<file path="src/rtl/attack_scheduler_pkg.sv">
// Shared types and constants for the attack scheduler: per-player timeline
// states, default frame counts and the frame counter width.
package attack_pkg;

   typedef enum logic [1:0] {
      IDLE     = 2'd0,
      WINDUP   = 2'd1,
      STRIKE   = 2'd2,
      COOLDOWN = 2'd3
   } atk_state_t;

   localparam int WINDUP_FRAMES_DEF   = 4;
   localparam int COOLDOWN_FRAMES_DEF = 30;
   localparam int DMG_BASE_DEF        = 1;

   // Wide enough for a doubled (parried) cooldown.
   localparam int CNT_W = $clog2(2 * COOLDOWN_FRAMES_DEF + 1);

   localparam int C1 = 0;
   localparam int C2 = 1;

   function automatic int cnt_width(input int windup, input int cooldown);
      int top_val;
      top_val = (windup > 2 * cooldown) ? windup : 2 * cooldown;
      return (top_val < 1) ? 1 : $clog2(top_val + 1);
   endfunction

endpackage

</file>
<file path="src/rtl/attack_scheduler_if.sv">
// Play-side bundle of the attack scheduler; parry_pulse exists only when
// PARRY_EN is defined.
interface attack_scheduler_if;
   logic       enable;
   logic       frame_tick;
   logic [1:0] atk_req;
   logic       touching;
   logic       hit_valid;
   logic       hit_target;
   logic [3:0] hit_dmg;
   logic [1:0] busy;
   logic [1:0] cooling;
`ifdef PARRY_EN
   logic       parry_pulse;

   modport master (output enable, frame_tick, atk_req, touching,
                   input  hit_valid, hit_target, hit_dmg, busy, cooling, parry_pulse);
   modport slave  (input  enable, frame_tick, atk_req, touching,
                   output hit_valid, hit_target, hit_dmg, busy, cooling, parry_pulse);
`else
   modport master (output enable, frame_tick, atk_req, touching,
                   input  hit_valid, hit_target, hit_dmg, busy, cooling);
   modport slave  (input  enable, frame_tick, atk_req, touching,
                   output hit_valid, hit_target, hit_dmg, busy, cooling);
`endif
endinterface

</file>
<file path="src/rtl/attack_timeline.sv">
// One player's attack timeline: key edge detect, IDLE/WINDUP/STRIKE/COOLDOWN
// state machine and the shared frame counter.
module attack_timeline
   import attack_pkg::*;
#(
   parameter int WINDUP_FRAMES   = WINDUP_FRAMES_DEF,
   parameter int COOLDOWN_FRAMES = COOLDOWN_FRAMES_DEF,
   parameter int CW              = CNT_W
) (
   input  logic       clk,
   input  logic       reset,
   input  logic       enable,
   input  logic       frame_tick,
   input  logic       atk_key,
   input  logic       grant,
   input  logic       double_cd,
   output logic       strike_req,
   output atk_state_t state
);

   localparam logic [CW-1:0] WINDUP_LOAD = CW'(WINDUP_FRAMES);
   localparam logic [CW-1:0] CD_LOAD     = CW'(COOLDOWN_FRAMES);
   localparam logic [CW-1:0] CD2_LOAD    = CW'(2 * COOLDOWN_FRAMES);

   atk_state_t    state_reg, state_next;
   logic [CW-1:0] cnt_reg, cnt_next;
   logic          key_prev_reg, key_prev_next;
   logic          launch;

   always_ff @(posedge clk or posedge reset) begin
      if (reset) begin
         state_reg    <= IDLE;
         cnt_reg      <= '0;
         key_prev_reg <= 1'b0;
      end else begin
         state_reg    <= state_next;
         cnt_reg      <= cnt_next;
         key_prev_reg <= key_prev_next;
      end
   end

   // Every state entry loads the counter, so a coincident frame_tick is lost.
   always_comb begin
      state_next    = state_reg;
      cnt_next      = cnt_reg;
      key_prev_next = atk_key;
      launch        = atk_key & ~key_prev_reg;
      if (!enable) begin
         state_next    = IDLE;
         cnt_next      = '0;
         key_prev_next = 1'b0;
      end else begin
         case (state_reg)
            IDLE: if (launch) begin
               cnt_next   = WINDUP_LOAD;
               state_next = (WINDUP_FRAMES == 0) ? STRIKE : WINDUP;
            end
            WINDUP: if (frame_tick) begin
               if (cnt_reg == CW'(1)) begin
                  state_next = STRIKE;
                  cnt_next   = '0;
               end else begin
                  cnt_next = cnt_reg - CW'(1);
               end
            end
            STRIKE: if (grant) begin
               state_next = COOLDOWN;
               cnt_next   = double_cd ? CD2_LOAD : CD_LOAD;
            end
            COOLDOWN: if (frame_tick) begin
               if (cnt_reg == CW'(1)) begin
                  state_next = IDLE;
                  cnt_next   = '0;
               end else begin
                  cnt_next = cnt_reg - CW'(1);
               end
            end
            default: state_next = IDLE;
         endcase
      end
   end

   always_comb begin
      strike_req = (state_reg == STRIKE);
      state      = state_reg;
   end

endmodule

</file>
<file path="src/rtl/attack_scheduler.sv">
// Two attack timelines sharing one registered damage port through a
// round-robin arbiter. Optional parry landing is enabled by PARRY_EN.
module attack_scheduler
   import attack_pkg::*;
#(
   parameter int WINDUP_FRAMES   = WINDUP_FRAMES_DEF,
   parameter int COOLDOWN_FRAMES = COOLDOWN_FRAMES_DEF,
   parameter int DMG_BASE        = DMG_BASE_DEF
) (
   input logic               clk,
   input logic               reset,
   attack_scheduler_if.slave bus
);

   localparam int         CW  = cnt_width(WINDUP_FRAMES, COOLDOWN_FRAMES);
   localparam logic [3:0] DMG = 4'(DMG_BASE);

   atk_state_t st [2];
   logic [1:0] req;
   logic [1:0] grant;
   logic [1:0] double_cd;
   logic       winner;
   logic       rr_reg, rr_next;
   logic       parry;
   logic       hit;
   logic       hit_valid_reg, hit_target_reg;
   logic [3:0] hit_dmg_reg;

   for (genvar gi = 0; gi < 2; gi++) begin : g_player
      attack_timeline #(
         .WINDUP_FRAMES  (WINDUP_FRAMES),
         .COOLDOWN_FRAMES(COOLDOWN_FRAMES),
         .CW             (CW)
      ) u_timeline (
         .clk       (clk),
         .reset     (reset),
         .enable    (bus.enable),
         .frame_tick(bus.frame_tick),
         .atk_key   (bus.atk_req[gi]),
         .grant     (grant[gi]),
         .double_cd (double_cd[gi]),
         .strike_req(req[gi]),
         .state     (st[gi])
      );
   end

   // rr_ptr only moves when both players strike in the same cycle.
   always_comb begin
      grant   = 2'b00;
      winner  = 1'b0;
      rr_next = rr_reg;
      if (bus.enable) begin
         case (req)
            2'b01: begin grant = 2'b01; winner = 1'b0; end
            2'b10: begin grant = 2'b10; winner = 1'b1; end
            2'b11: begin
               winner  = rr_reg;
               grant   = rr_reg ? 2'b10 : 2'b01;
               rr_next = ~rr_reg;
            end
            default: ;
         endcase
      end
   end

`ifdef PARRY_EN
   assign parry = (|grant) & bus.touching & (st[~winner] == WINDUP);
`else
   assign parry = 1'b0;
`endif
   assign hit       = (|grant) & bus.touching & ~parry;
   assign double_cd = grant & {2{parry}};

   always_ff @(posedge clk or posedge reset) begin
      if (reset) begin
         rr_reg         <= 1'b0;
         hit_valid_reg  <= 1'b0;
         hit_target_reg <= 1'b0;
         hit_dmg_reg    <= 4'd0;
      end else begin
         rr_reg         <= rr_next;
         hit_valid_reg  <= hit;
         hit_target_reg <= hit & ~winner;
         hit_dmg_reg    <= hit ? DMG : 4'd0;
      end
   end

`ifdef PARRY_EN
   logic parry_reg;
   always_ff @(posedge clk or posedge reset) begin
      if (reset) parry_reg <= 1'b0;
      else       parry_reg <= parry;
   end
   assign bus.parry_pulse = parry_reg & bus.enable;
`endif

   assign bus.hit_valid  = hit_valid_reg & bus.enable;
   assign bus.hit_target = hit_target_reg;
   assign bus.hit_dmg    = hit_dmg_reg;

   always_comb begin
      bus.busy    = 2'b00;
      bus.cooling = 2'b00;
      for (int i = 0; i < 2; i++) begin
         bus.busy[i]    = (st[i] != IDLE);
         bus.cooling[i] = (st[i] == COOLDOWN);
      end
   end

endmodule

</file>
<file path="src/flat_wrapper.sv">
// flat-port wrapper written by rule: the top's interface ports become plain ports
module attack_scheduler_flat import attack_pkg::*;
#(
   parameter int WINDUP_FRAMES   = WINDUP_FRAMES_DEF,
   parameter int COOLDOWN_FRAMES = COOLDOWN_FRAMES_DEF,
   parameter int DMG_BASE        = DMG_BASE_DEF
)
  (clk, reset, bus_enable, bus_frame_tick, bus_atk_req, bus_touching, bus_hit_valid, bus_hit_target, bus_hit_dmg, bus_busy, bus_cooling);
  attack_scheduler_if bus_i ();
  input logic clk;
  input logic reset;
  input wire logic [$bits(bus_i.enable)-1:0] bus_enable;
  input wire logic [$bits(bus_i.frame_tick)-1:0] bus_frame_tick;
  input wire logic [$bits(bus_i.atk_req)-1:0] bus_atk_req;
  input wire logic [$bits(bus_i.touching)-1:0] bus_touching;
  output wire logic [$bits(bus_i.hit_valid)-1:0] bus_hit_valid;
  output wire logic [$bits(bus_i.hit_target)-1:0] bus_hit_target;
  output wire logic [$bits(bus_i.hit_dmg)-1:0] bus_hit_dmg;
  output wire logic [$bits(bus_i.busy)-1:0] bus_busy;
  output wire logic [$bits(bus_i.cooling)-1:0] bus_cooling;
  assign bus_i.enable = bus_enable;
  assign bus_i.frame_tick = bus_frame_tick;
  assign bus_i.atk_req = bus_atk_req;
  assign bus_i.touching = bus_touching;
  assign bus_hit_valid = bus_i.hit_valid;
  assign bus_hit_target = bus_i.hit_target;
  assign bus_hit_dmg = bus_i.hit_dmg;
  assign bus_busy = bus_i.busy;
  assign bus_cooling = bus_i.cooling;
  attack_scheduler #(.WINDUP_FRAMES(WINDUP_FRAMES), .COOLDOWN_FRAMES(COOLDOWN_FRAMES), .DMG_BASE(DMG_BASE)) u_core (.clk(clk), .reset(reset), .bus(bus_i));
endmodule
</file>
<file path="config.mk">
export PLATFORM = sky130hd
export DESIGN_NAME = attack_scheduler_flat
export DESIGN_NICKNAME = d
export VERILOG_FILES = /design/src/rtl/attack_scheduler_pkg.sv /design/src/rtl/attack_scheduler_if.sv /design/src/rtl/attack_timeline.sv /design/src/rtl/attack_scheduler.sv /design/src/flat_wrapper.sv
export SDC_FILE = /design/constraint.sdc
export NUM_CORES = 1
export LEC_CHECK = 0
export CAP_MARGIN = 10
export CELL_PAD_IN_SITES_DETAIL_PLACEMENT = 0
export CELL_PAD_IN_SITES_GLOBAL_PLACEMENT = 2
export CORE_ASPECT_RATIO = 0.7
export CORE_UTILIZATION = 38
export CTS_CLUSTER_DIAMETER = 60
export DETAILED_ROUTE_END_ITERATION = 8
export PLACE_DENSITY_LB_ADDON = 0.2
export SYNTH_ARGS = -nofsm -noshare
export SYNTH_HDL_FRONTEND = slang
export SYNTH_HIERARCHICAL = 1
export SYNTH_SLANG_ARGS = --single-unit
</file>
<file path="constraint.sdc">
create_clock -name clk -period 3.2 [get_ports clk]
set_clock_uncertainty 0.15 [all_clocks]
set_input_delay 0.48 -clock clk [delete_from_list [all_inputs] [get_ports clk]]
set_output_delay 0.48 -clock clk [all_outputs]
set_load 0.02 [all_outputs]
</file>
==> metrics <==
met1 usage=32.5%; initial DRC count=90; die width=79.4 um; Ant. Diodes=0; Max VDD drop=0.000431 V; Post-synth top flop=dfrtp_1; ys async rst share=100%; Finished Layout Cells=246; period utilization=82.4%; CP startpoint kind=input pin; CTS Root Buffer Type=clkbuf_8; register area share after synthesis=32.9%; Hold Crit Class=in2async; CP Class=in2out; Die H=56.2 um; busiest grt layer=met1; Post-Synthesis Cells=174; Setup TNS=0 ns; Worst-path clk slew=0.08 ns; Final Total Pwr=1.60 mW; final hold vios=0; ANT nets after route=0; Initial Util=40.2%; CTS buffer count=3; synthesized area=0.00160 sq mm; most common library cells after synthesis=dfrtp_1, inv_1, nand2_1, ha_1; Placeable Area=0.00397 sq mm; vias per cell=5.60; fin util=46.2%; layout cells sized above 1=7.73%; Layout fillers=390; Slowest cell on crit path=clkdlybuf4s50_1; EDFF count, synth=0; initial antenna violation count=0; die area=0.00447 sq mm; RSZ-0062 raised after global routing=false; Worst path max stage delay=0.72 ns; Cells after DPL=242; final setup vio count=0; hold_ws=0.291 ns; total number of vias=1,377; hold_buf cts=0; CTS tree=built; Max Slew Vio Count=0; status=finished, final reports clean; worst slew pin tran=0.562 ns; Tmin final=2.64 ns; Arrival @ worst endpoint=2.01 ns; grt ovf=0; Ports=17; crit end category=primary output; Total GRT Usage=18.9%; met2 Usage GRT=23.3%; max-cap viol count=0; critical path's most frequent cell=clkdlybuf4s50_1; maximum root-to-sink buffer count=2; RePlAce Congestion=0.894; pre-CTS setup slack=0.549 ns; max frequency=379 MHz; cell type with the highest aggregate area in the netlist=dfrtp_1; Yosys top cell area share=32.9%; Pleak=0.785 nW; # resized after CTS=0; worst skew pair latency=0.26 ns; Largest register FFs=12; CP max FO=13; Power Dens Cells=871 mW/mm^2; mean area per synthesized cell=9.17 sq um; Placed Area=0.00179 sq mm; M3 GR Usage=4.10%; vias in the first global route=1,248; routed length per instance=15.4 um; ranking of synthesized cells by area=dfrtp_1, ha_1, inv_1; TritonRoute pass-1 iters=4; first-pass GRT wire length=6370 um; # port buffers=13; headroom to the max-slew limit=62.3%; DP Wirelength=2930 um; worst path cell trace=clkdlybuf4s50_1, and2_2, clkdlybuf4s50_1; Synth Register Bits=21; Synth cell types=40; Ys Warns=6; cell row count=19; Area growth syn-to-layout=15.1%; DRC=0; pin count of the biggest net entering global routing=14; top-count cell post-synth=dfrtp_1; H-tree levels=1; Final #Nets=216; wirelength, routed=3800 um; # Post-CTS Setup Buffers=0; Final WS setup=0.563 ns; Final Instance Area=0.00184 sq mm; TritonCTS Sinks=21; Req. time, crit path=2.57 ns
## placed cells by master (no fill, tap or decap), types with 6 or more instances in the layout
master	n
dfrtp_1	21
inv_1	19
nand2_1	16
ha_1	14
clkdlybuf4s50_1	13
a21oi_1	10
nor2_1	10
conb_1	7
o21ai_0	6
## layout make-up
| class | count | area, sq um | share of cell area [%] |
|---|---|---|---|
| Clock buffer | 4 | 45.0 | 2.45 |
| Inverter | 19 | 71.3 | 3.89 |
| Multi-Input combinational cell | 136 | 991 | 54.0 |
| Sequential cell | 21 | 526 | 28.6 |
| Tap cell | 52 | 65.1 | 3.54 |
| Timing Repair Buffer | 14 | 138 | 7.50 |
## cells by family after synthesis
| logic type | after synthesis | share of synthesized area, % |
|---|---|---|
| AO/OA/AOI/OAI | 52 | 26.8 |
| XOR/XNOR | 3 | 1.65 |
| adder cells (fa/ha/maj) | 14 | 11.0 |
| buffers and inverters | 23 | 6.35 |
| flip-flops | 21 | 32.9 |
| multiplexers | 2 | 1.25 |
| other | 1 | 0.235 |
| AND/OR/NAND/NOR | 58 | 19.8 |
## where the power goes
group	internal [mW]	total [mW]	switching, mW	leakage, nW
combinational	0.392	0.928	0.536	0.482
sequential	0.353	0.489	0.135	0.280
clock	0.0889	0.181	0.0924	0.0228
## metal layers
| metal | up-vias | share of wire (%) |
|---|---|---|
| met1 | 668 | 57 |
| met2 | 41 | 37 |
| li1 | 666 | - |
| met5 | - | 0 |
| met4 | 0 | 0.34 |
| met3 | 2 | 6.1 |
## worst max-delay path, delay by kind of cell
kind	cells	cell delay (ns)
buffers and inverters	2	1.31
AND/OR/NAND/NOR	1	0.22
## worst paths after layout
path	startpoint	to	slack, ns	depth (start not counted)
setup / recovery	bus_enable	bus_hit_valid	0.56	3
hold / removal	reset	u_core/bus.hit_target	0.29	2
setup reg to reg	u_core/g_player[0].u_timeline/state[0]	u_core/g_player[0].u_timeline/cnt_reg[3]	0.76	7
hold reg to reg	u_core/rr_reg	u_core/rr_reg	0.38	1
max in group asynchronous	reset	u_core/g_player[0].u_timeline/cnt_reg[2]	2.21	2
min in group clk	u_core/rr_reg	u_core/rr_reg	0.38	1
(Power assumes the default switching activity.)
